--- src/rtl/openila_capture.sv ---
// rtl/openila_capture.sv - ILA capture controller: circular sample store, trigger/post-count, oldest-first readout.
// Optional macro OPENILA_CAPTURE_TRIG_INDEX_EN adds trig_index/trig_lost outputs.
module openila_capture #(
  parameter int W_DATA = 8,
  parameter int DEPTH  = 256,
  localparam int W_ADDR = $clog2(DEPTH)
) (
  input  logic              clk,
  input  logic              rst_n,
  input  logic [W_DATA-1:0] sample,
  input  logic              trigger,
  input  logic              arm,
  input  logic              abort,
  input  logic [W_ADDR-1:0] post_count,
  output logic              armed,
  output logic              capturing,
  output logic              done,
  output logic [W_DATA-1:0] rd_data,
  output logic              rd_valid,
  input  logic              rd_ready,
  output logic              rd_last
`ifdef OPENILA_CAPTURE_TRIG_INDEX_EN
  ,
  output logic [W_ADDR-1:0] trig_index,
  output logic              trig_lost
`endif
);

  localparam logic [1:0] S_IDLE  = 2'd0;
  localparam logic [1:0] S_ARMED = 2'd1;
  localparam logic [1:0] S_POST  = 2'd2;
  localparam logic [1:0] S_READ  = 2'd3;

  logic [1:0]        state;
  logic [W_ADDR-1:0] wr_ptr;
  logic              wrapped;
  logic [W_ADDR-1:0] post_cnt;
  logic [W_ADDR:0]   rd_cnt;
  logic [W_DATA-1:0] mem [DEPTH];

  logic              writing;
  logic [W_ADDR:0]   n_len;
  logic [W_ADDR-1:0] start_addr;
  logic [W_ADDR-1:0] rd_addr;
  logic              xfer;
  logic              load;

  assign writing    = !abort && (state == S_ARMED || state == S_POST);
  assign n_len      = wrapped ? (W_ADDR+1)'(DEPTH) : {1'b0, wr_ptr};
  assign start_addr = wrapped ? wr_ptr : '0;
  assign rd_addr    = start_addr + rd_cnt[W_ADDR-1:0];
  assign xfer       = rd_valid && rd_ready;
  // Refill the output register whenever it is empty or being drained this cycle.
  assign load       = (state == S_READ) && (!rd_valid || rd_ready) && (rd_cnt != n_len);

  assign armed     = (state == S_ARMED);
  assign capturing = (state == S_POST);
  assign done      = (state == S_READ);

  always_ff @(posedge clk) begin
    if (writing) mem[wr_ptr] <= sample;
  end

`ifdef OPENILA_CAPTURE_TRIG_INDEX_EN
  logic [W_ADDR-1:0] trig_ptr;
  logic              lost_q;
  assign trig_index = done ? (trig_ptr - start_addr) : '0;
  assign trig_lost  = done && lost_q;
`endif

  always_ff @(posedge clk or negedge rst_n) begin
    if (!rst_n) begin
      state    <= S_IDLE;
      wr_ptr   <= '0;
      wrapped  <= 1'b0;
      post_cnt <= '0;
      rd_cnt   <= '0;
      rd_data  <= '0;
      rd_valid <= 1'b0;
      rd_last  <= 1'b0;
`ifdef OPENILA_CAPTURE_TRIG_INDEX_EN
      trig_ptr <= '0;
      lost_q   <= 1'b0;
`endif
    end else if (abort) begin
      state    <= S_IDLE;
      rd_valid <= 1'b0;
      rd_last  <= 1'b0;
    end else begin
      if (writing) begin
        wr_ptr <= wr_ptr + W_ADDR'(1);
        if (wr_ptr == W_ADDR'(DEPTH - 1)) wrapped <= 1'b1;
      end
      case (state)
        S_IDLE: begin
          if (arm) begin
            state   <= S_ARMED;
            wr_ptr  <= '0;
            wrapped <= 1'b0;
            rd_cnt  <= '0;
`ifdef OPENILA_CAPTURE_TRIG_INDEX_EN
            lost_q  <= 1'b0;
`endif
          end
        end
        S_ARMED: begin
          if (trigger) begin
`ifdef OPENILA_CAPTURE_TRIG_INDEX_EN
            trig_ptr <= wr_ptr;
`endif
            if (post_count == '0) begin
              state <= S_READ;
            end else begin
              post_cnt <= post_count;
              state    <= S_POST;
            end
          end
        end
        S_POST: begin
`ifdef OPENILA_CAPTURE_TRIG_INDEX_EN
          if (wr_ptr == trig_ptr) lost_q <= 1'b1;
`endif
          post_cnt <= post_cnt - W_ADDR'(1);
          if (post_cnt == W_ADDR'(1)) state <= S_READ;
        end
        default: begin
          if (load) begin
            rd_data  <= mem[rd_addr];
            rd_last  <= (rd_cnt == n_len - (W_ADDR+1)'(1));
            rd_valid <= 1'b1;
            rd_cnt   <= rd_cnt + (W_ADDR+1)'(1);
          end else if (xfer) begin
            rd_valid <= 1'b0;
          end
          if (xfer && rd_last) begin
            state    <= S_IDLE;
            rd_valid <= 1'b0;
            rd_last  <= 1'b0;
          end
        end
      endcase
    end
  end

endmodule

--- config.mk ---
export PLATFORM = sky130hd
export DESIGN_NAME = openila_capture
export DESIGN_NICKNAME = d
export VERILOG_FILES = /design/src/rtl/openila_capture.sv
export SDC_FILE = /design/constraint.sdc
export NUM_CORES = 2
export LEC_CHECK = 0
export CAP_MARGIN = 20
export CORE_MARGIN = 2
export CORE_UTILIZATION = 55
export CTS_BUF_LIST = sky130_fd_sc_hd__clkbuf_4 sky130_fd_sc_hd__clkbuf_8
export CTS_CLUSTER_DIAMETER = 100
export CTS_CLUSTER_SIZE = 30
export DETAILED_ROUTE_END_ITERATION = 10
export GPL_TIMING_DRIVEN = 0
export PLACE_DENSITY_LB_ADDON = 0.3
export SYNTH_ARGS = -nofsm -noshare
export SYNTH_HDL_FRONTEND = slang
export SYNTH_SLANG_ARGS = --single-unit
export TNS_END_PERCENT = 30
--- constraint.sdc ---
create_clock -name clk -period 9.06 [get_ports clk]
set_input_delay 1.812 -clock clk [delete_from_list [all_inputs] [get_ports clk]]
set_output_delay 1.812 -clock clk [all_outputs]
set_load 0.05 [all_outputs]
Word level (Yosys, flattened, before mapping)
Memory sizes are Yosys's and may differ from the RTL's. A register that Yosys moved wholly into a read port is not among the register bits.
Cells that the tools add are included.
{"block": "totals", "reg_bits": 30, "ramBits": 2048, "in_bits": 22, "output_inout_bits": 13, "memories": 1}
{"memory": "mem", "depth": 256, "width": 8, "read_ports": 1, "rd_ports_with_merged_regs": 1, "write_ports": 1, "line": "39", "rtl": "logic [W_DATA-1:0] mem [DEPTH];"}
{"block": "op_classes", "add_sub_neg": 5, "eq_ne": 14, "n_mux": 33, "bitwise": 3, "reduce_logical": 25}
{"cell": "$mux 8", "count": 6}
{"cell": "$mux 9", "count": 3}
{"cell": "$pmux 9 s2", "count": 1}
{"cell": "$mux 1", "count": 16}
{"cell": "$pmux 8 s2", "count": 1}
{"cell": "$reduce_and 4->1", "count": 3}
{"cell": "$mux 2", "count": 5}
{"cell": "$add 9x1->9 const B", "count": 1}
{"cell": "$eq 9x9->1", "count": 1}
{"cell": "$ne 9x9->1", "count": 1}
{"cell": "$sub 9x1->9 const B", "count": 1}
{"cell": "$add 8x1->8 const B", "count": 1}
{"cell": "$add 8x8->8", "count": 1}
{"cell": "$eq 8x1->1 const B", "count": 1}
{"cell": "$eq 8x8->1 const B", "count": 1}
{"cell": "$logic_not 8->1", "count": 1}
{"cell": "$sub 8x1->8 const B", "count": 1}
{"cell": "$ne 2x2->1 const B", "count": 3}
{"cell": "$ne 3x3->1 const B", "count": 2}
{"cell": "$pmux 2 s3", "count": 1}
{"cell": "$logic_and 1x1->1", "count": 5}
{"cell": "$reduce_bool 5->1", "count": 1}
{"cell": "$eq 2x2->1 const B", "count": 2}
{"cell": "$reduce_and 2->1", "count": 2}
{"cell": "other kinds (13)", "count": 19}

Longest topological paths before layout
{"block": "depth", "word_depth": 8, "ltp_mapped": 17, "mapped_depth_nobuf": 13}

Least setup slack after synthesis
No wires, ideal clock.
{"block": "synth_timing", "path_type": "input port to flip-flop", "from": "input abort", "to": "memory mem[222][0] (enable)", "setup_time_ps": 370, "arrival_time_ps": 3416, "required_ps": 8690, "setup_slack_ps": 5273, "cell_stages": 7, "n_path_buf": 4, "path_cell_list": "clkbuf_1 > nor2b_1 > clkbuf_1 > clkbuf_1 > nand4_1 > clkbuf_1 > nor2_1"}
{"block": "synth_via", "elab_chain_cells": 4}
{"element": "from (decl)", "line": "13", "rtl": "input logic abort,"}
{"element": "$logic_not 1->1", "line": "48", "rtl": "assign writing = !abort && (state == S_ARMED || state == S_POST);"}
{"element": "$logic_and 1x1->1", "line": "48"}
{"element": "$mux 1", "line": "61", "rtl": "if (writing) mem[wr_ptr] <= sample;"}
{"element": "$mux 1 (implied by the code)", "line": "61"}
{"element": "to (decl)", "line": "39"}
Every way passes these cells.

Worst setup path after layout
{"block": "layout_timing", "from": "register wrapped", "to": "register rd_data[6], read port of mem"}
{"block": "layout_via", "elab_chain_cells": 4, "elab_cells_between_ends": 6, "cone_classes": "add/sub: 1; eq/ne: 1; mux: 2; reduce/logical: 2"}
{"element": "from (decl)", "line": "36", "rtl": "logic wrapped;"}
{"element": "from (signal assigned)", "line": "75", "rtl": "wrapped <= 1'b0;"}
{"element": "from (signal assigned)", "line": "92", "rtl": "if (wr_ptr == W_ADDR'(DEPTH - 1)) wrapped <= 1'b1;"}
{"element": "from (signal assigned)", "line": "99", "rtl": "wrapped <= 1'b0;"}
{"element": "parallel branches: the longest is 4 deep, another holds $add 8x8->8"}
{"element": "to (decl)", "line": "18", "rtl": "output logic [W_DATA-1:0] rd_data,"}
Several ways; the timed one is not identified.
A chain may end at the register's enable or synchronous reset.

==> flow_metrics.tcl <==
set metrics [dict create \
    cts_max_path_buffers 3 \
    setup_viol 0 \
    place_area_sq_mm 0.08629 \
    crit_buf_inv 7 \
    crit_chain "buf_2 -> inv_1 -> clkbuf_1 -> nor2_1 -> ha_1 -> inv_1 -> fa_1 -> buf_4 -> buf_4 -> clkbuf_1 -> mux4_2 -> mux4_2 -> mux2i_1 -> mux2i_1 -> o221ai_1 -> a211oi_1" \
    ff2ff_path_depth 16 \
    period_needed_ps 5898 \
    io_pins 35 \
    outcome "finished, final reports clean" \
    worstPathRequired_ps 9850 \
    async_reset_ff_share_pct 1.822 \
    ant_nets 0 \
    seq_area_sq_mm 0.06245 \
    cts_tree "built" \
    routed_via_density 6.806 \
    drc 0 \
    port_buffers 34 \
    crit_arrival_ps 6690 \
    synth_edf_count 2048 \
    overflow 0 \
    p_leak_uw 0.02703 \
    intPower_uw 13970 \
    gp_congestion 0.9943 \
    fin_ws_ps 3162 \
    rsz0062_at_grt "no" \
    crit_path_start_kind "flop" \
    synth_top_cell_by_area "edfxtp_1" \
    clk_pin_slew_ps 180 \
    worstPathMaxFanout 10 \
    dp_hpwl_um 150300 \
    dieHeight_um 392.0 \
    wl_per_cell_um 36.24 \
    crit_type "flop to flop" \
    drive_gt1_share_pct 22.14 \
    grt.total_usage_pct 29.19 \
    cts-root-buf "clkbuf_8" \
    fmax_mhz 169.5 \
    cp_top_family "buffers and inverters" \
    synthCells 3923 \
    cp_slowest_stage_delay_ps 790 \
    seqPwrFrac_pct 53.4 \
    clock_power_share_pct 18.8 \
    pwr-share-comb_pct 27.8 \
    drv_cap 0 \
    first_pass_iters 8 \
    fp.dieW_um 392.0 \
    drt_iter0_markers 7329 \
    cellPowerDensity_mw_per_mm2 228.6 \
    fillers 10720 \
    ys_seq_elements 2086 \
    area_delta_synth_final_pct 6.060 \
    vias 41770 \
    clkSinkCount 2086 \
    postCtsHoldBufs 0 \
    endpoint_kind "flop" \
    power.switching_uw 6112 \
    netlist_top_cells_area "edfxtp_1 (74%), mux4_2 (16%), nor2_1 (1.6%)" \
    wl_um 222400 \
    postCtsSetupBuffers 0 \
    setup_tns_ps 0 \
    syn-num-nets 3965 \
    core-area_sq_mm 0.1496 \
    cp_slowest_cell "clkbuf_1" \
    ir_drop_v 0.0001685 \
    hold_depth 2 \
    synth.distinct_cells 82 \
    htreeDepth 3 \
    antenna_found_initial 6 \
    netlist_area_sq_mm 0.08282 \
    switching_share_pct 30.43 \
    slew_headroom_pct 17.51 \
    design_area_sq_mm 0.08784 \
    ys_seq_area_share_pct 75.41 \
    power_uw 20080 \
    synth.top_cell.area_share_pct 74.26 \
    min_path_type "flop to flop" \
    die_area_sq_mm 0.1537 \
    grt_max_degree 161 \
    cp.depth 16 \
    period_share_pct 65.10 \
    ctsResizeCount 0 \
    grt_pass1_wl_um 307600 \
    grt_pass1_vias 40190 \
    num_rows 142 \
    max_slew.worst_pin.slew_ps 1233 \
    yosysWarningCount 0 \
    skew_ps 107.6 \
    hold_viol 0 \
    synth_flop_cell "edfxtp_1" \
    multiInputGateArea_sq_mm 0.01893 \
    cts_made_buffers 81 \
    insertion_delay_ps 960 \
    nNetsFinal 4111 \
    initial_core_util_pct 55.36 \
    avgSynthCellArea_sq_um 21.11 \
    maxSlewViolCount 0 \
    place_ws_ps 3032 \
]
==> path summary, 6_finish.rpt <==
| path | from | end | slack, ps |
|---|---|---|---|
| max | wrapped$_DFFE_PN0N_ | rd_data[6]$_DFFE_PN0P_ | 3160 |
| min | state[1]$_DFFE_PN0P_ | state[1]$_DFFE_PN0P_ | 610 |
| max reg2reg | wrapped$_DFFE_PN0N_ | rd_data[6]$_DFFE_PN0P_ | 3160 |
| min reg2reg | state[1]$_DFFE_PN0P_ | state[1]$_DFFE_PN0P_ | 610 |
| max in group asynchronous | rst_n | post_cnt[6]$_DFFE_PN0P_ | 7710 |
| min in group asynchronous | rst_n | rd_data[1]$_DFFE_PN0P_ | 740 |
==> cell usage in the layout (no fill, tap or decap), types with 12 or more instances in the layout <==
master and instances:
and2_1 12, buf_8 25, o221ai_1 13, ha_1 19, nor3_1 12, nand3_1 70, xnor2_1 12, buf_2 56
clkbuf_1 86, inv_1 18, mux4_2 584, clkdlybuf4s50_1 25, edfxtp_1 2048, a31oi_1 22, clkbuf_8 83, nand2_1 168
nand4_1 21, nor2_1 348, xor2_1 16, buf_1 14, buf_6 32, o21ai_0 20, buf_4 39, dfrtp_1 38
a21oi_1 23, clkbuf_4 32, mux2i_1 88
==> power by group through the flow <==
stage | Sequential (uW) | Clock, uW | Combinational, uW
global placement | 11000 | 0 | 5380
CTS | 10700 | 3770 | 5490
global route | 10700 | 4060 | 5700
floorplan | 10900 | 0 | 3330
finish | 10700 | 3770 | 5590
detailed placement | 10900 | 0 | 5480
==> registers in the layout, summed over array words and instances (netlist names) <==
register	cells
state	2
rd_data	8
rd_cnt	9
wr_ptr	8
rd_last	1
wrapped	1
mem	2048
rd_valid	1
post_cnt	8
==> layer usage <==
layer	GRT usage (%)	routed length [um]	vias up
met2	44.10	102100	2888
met1	40.47	81930	22040
met5	0.6699	254	-
li1	-	-	16360
met4	11.83	10460	8
met3	8.351	27640	466
==> cell type report <==
class                           instances  area share, %
Inverter                               18        0.07692
Tap cell                             2016          2.872
Clock inverter                          9         0.1467
Clock buffer                          115          1.574
Antenna cell                           11        0.03134
Buffer                                237          1.573
Multi-Input combinational cell       1582          21.55
Sequential cell                      2086          71.10
Timing Repair Buffer                   63          1.077
==> metrics by stage <==
step	std cells	hold WS (ps)	util [%]
floorplan	3923	538.2	-
finish	6137	607.5	58.71
global route	6129	655.1	58.70
global placement	5973	560.9	57.27
detailed placement	6001	576.0	57.68
CTS	6125	611.7	58.69
==> kinds of logic after synthesis <==
logic type	after synthesis	share of synthesized area, %
compound gates	168	1.452
xor+xnor	31	0.3686
fa+ha+maj	20	0.3112
buf+inv	255	1.736
flops	2086	75.41
mux	684	17.18
simple gates	679	3.544
==> cell usage after synthesis, types with 9 or more instances <==
cell type	instances
edfxtp_1	2048
mux4_2	584
nor2_1	348
nand2_1	168
clkbuf_1	95
mux2i_1	88
nand3_1	70
buf_2	55
buf_4	39
dfrtp_1	38
buf_6	30
a21oi_1	23
a31oi_1	22
nand4_1	21
o21ai_0	20
ha_1	19
inv_1	18
xor2_1	16
buf_1	14
o221ai_1	13
and2_1	12
nor3_1	12
xnor2_1	12
a22oi_1	11
a211oi_1	9
a32oi_1	9
==> worst register-to-register path, delay by kind of cell, from the launching register on <==
family	cells	cell delay, ps
adders and majority gates	2	710
muxes	4	1570
buffers and inverters	7	2230
and+or+nand+nor	1	170
DFF	1	480
AOI/OAI and AO/OA	2	630
Power figures use the tool's default switching activity.
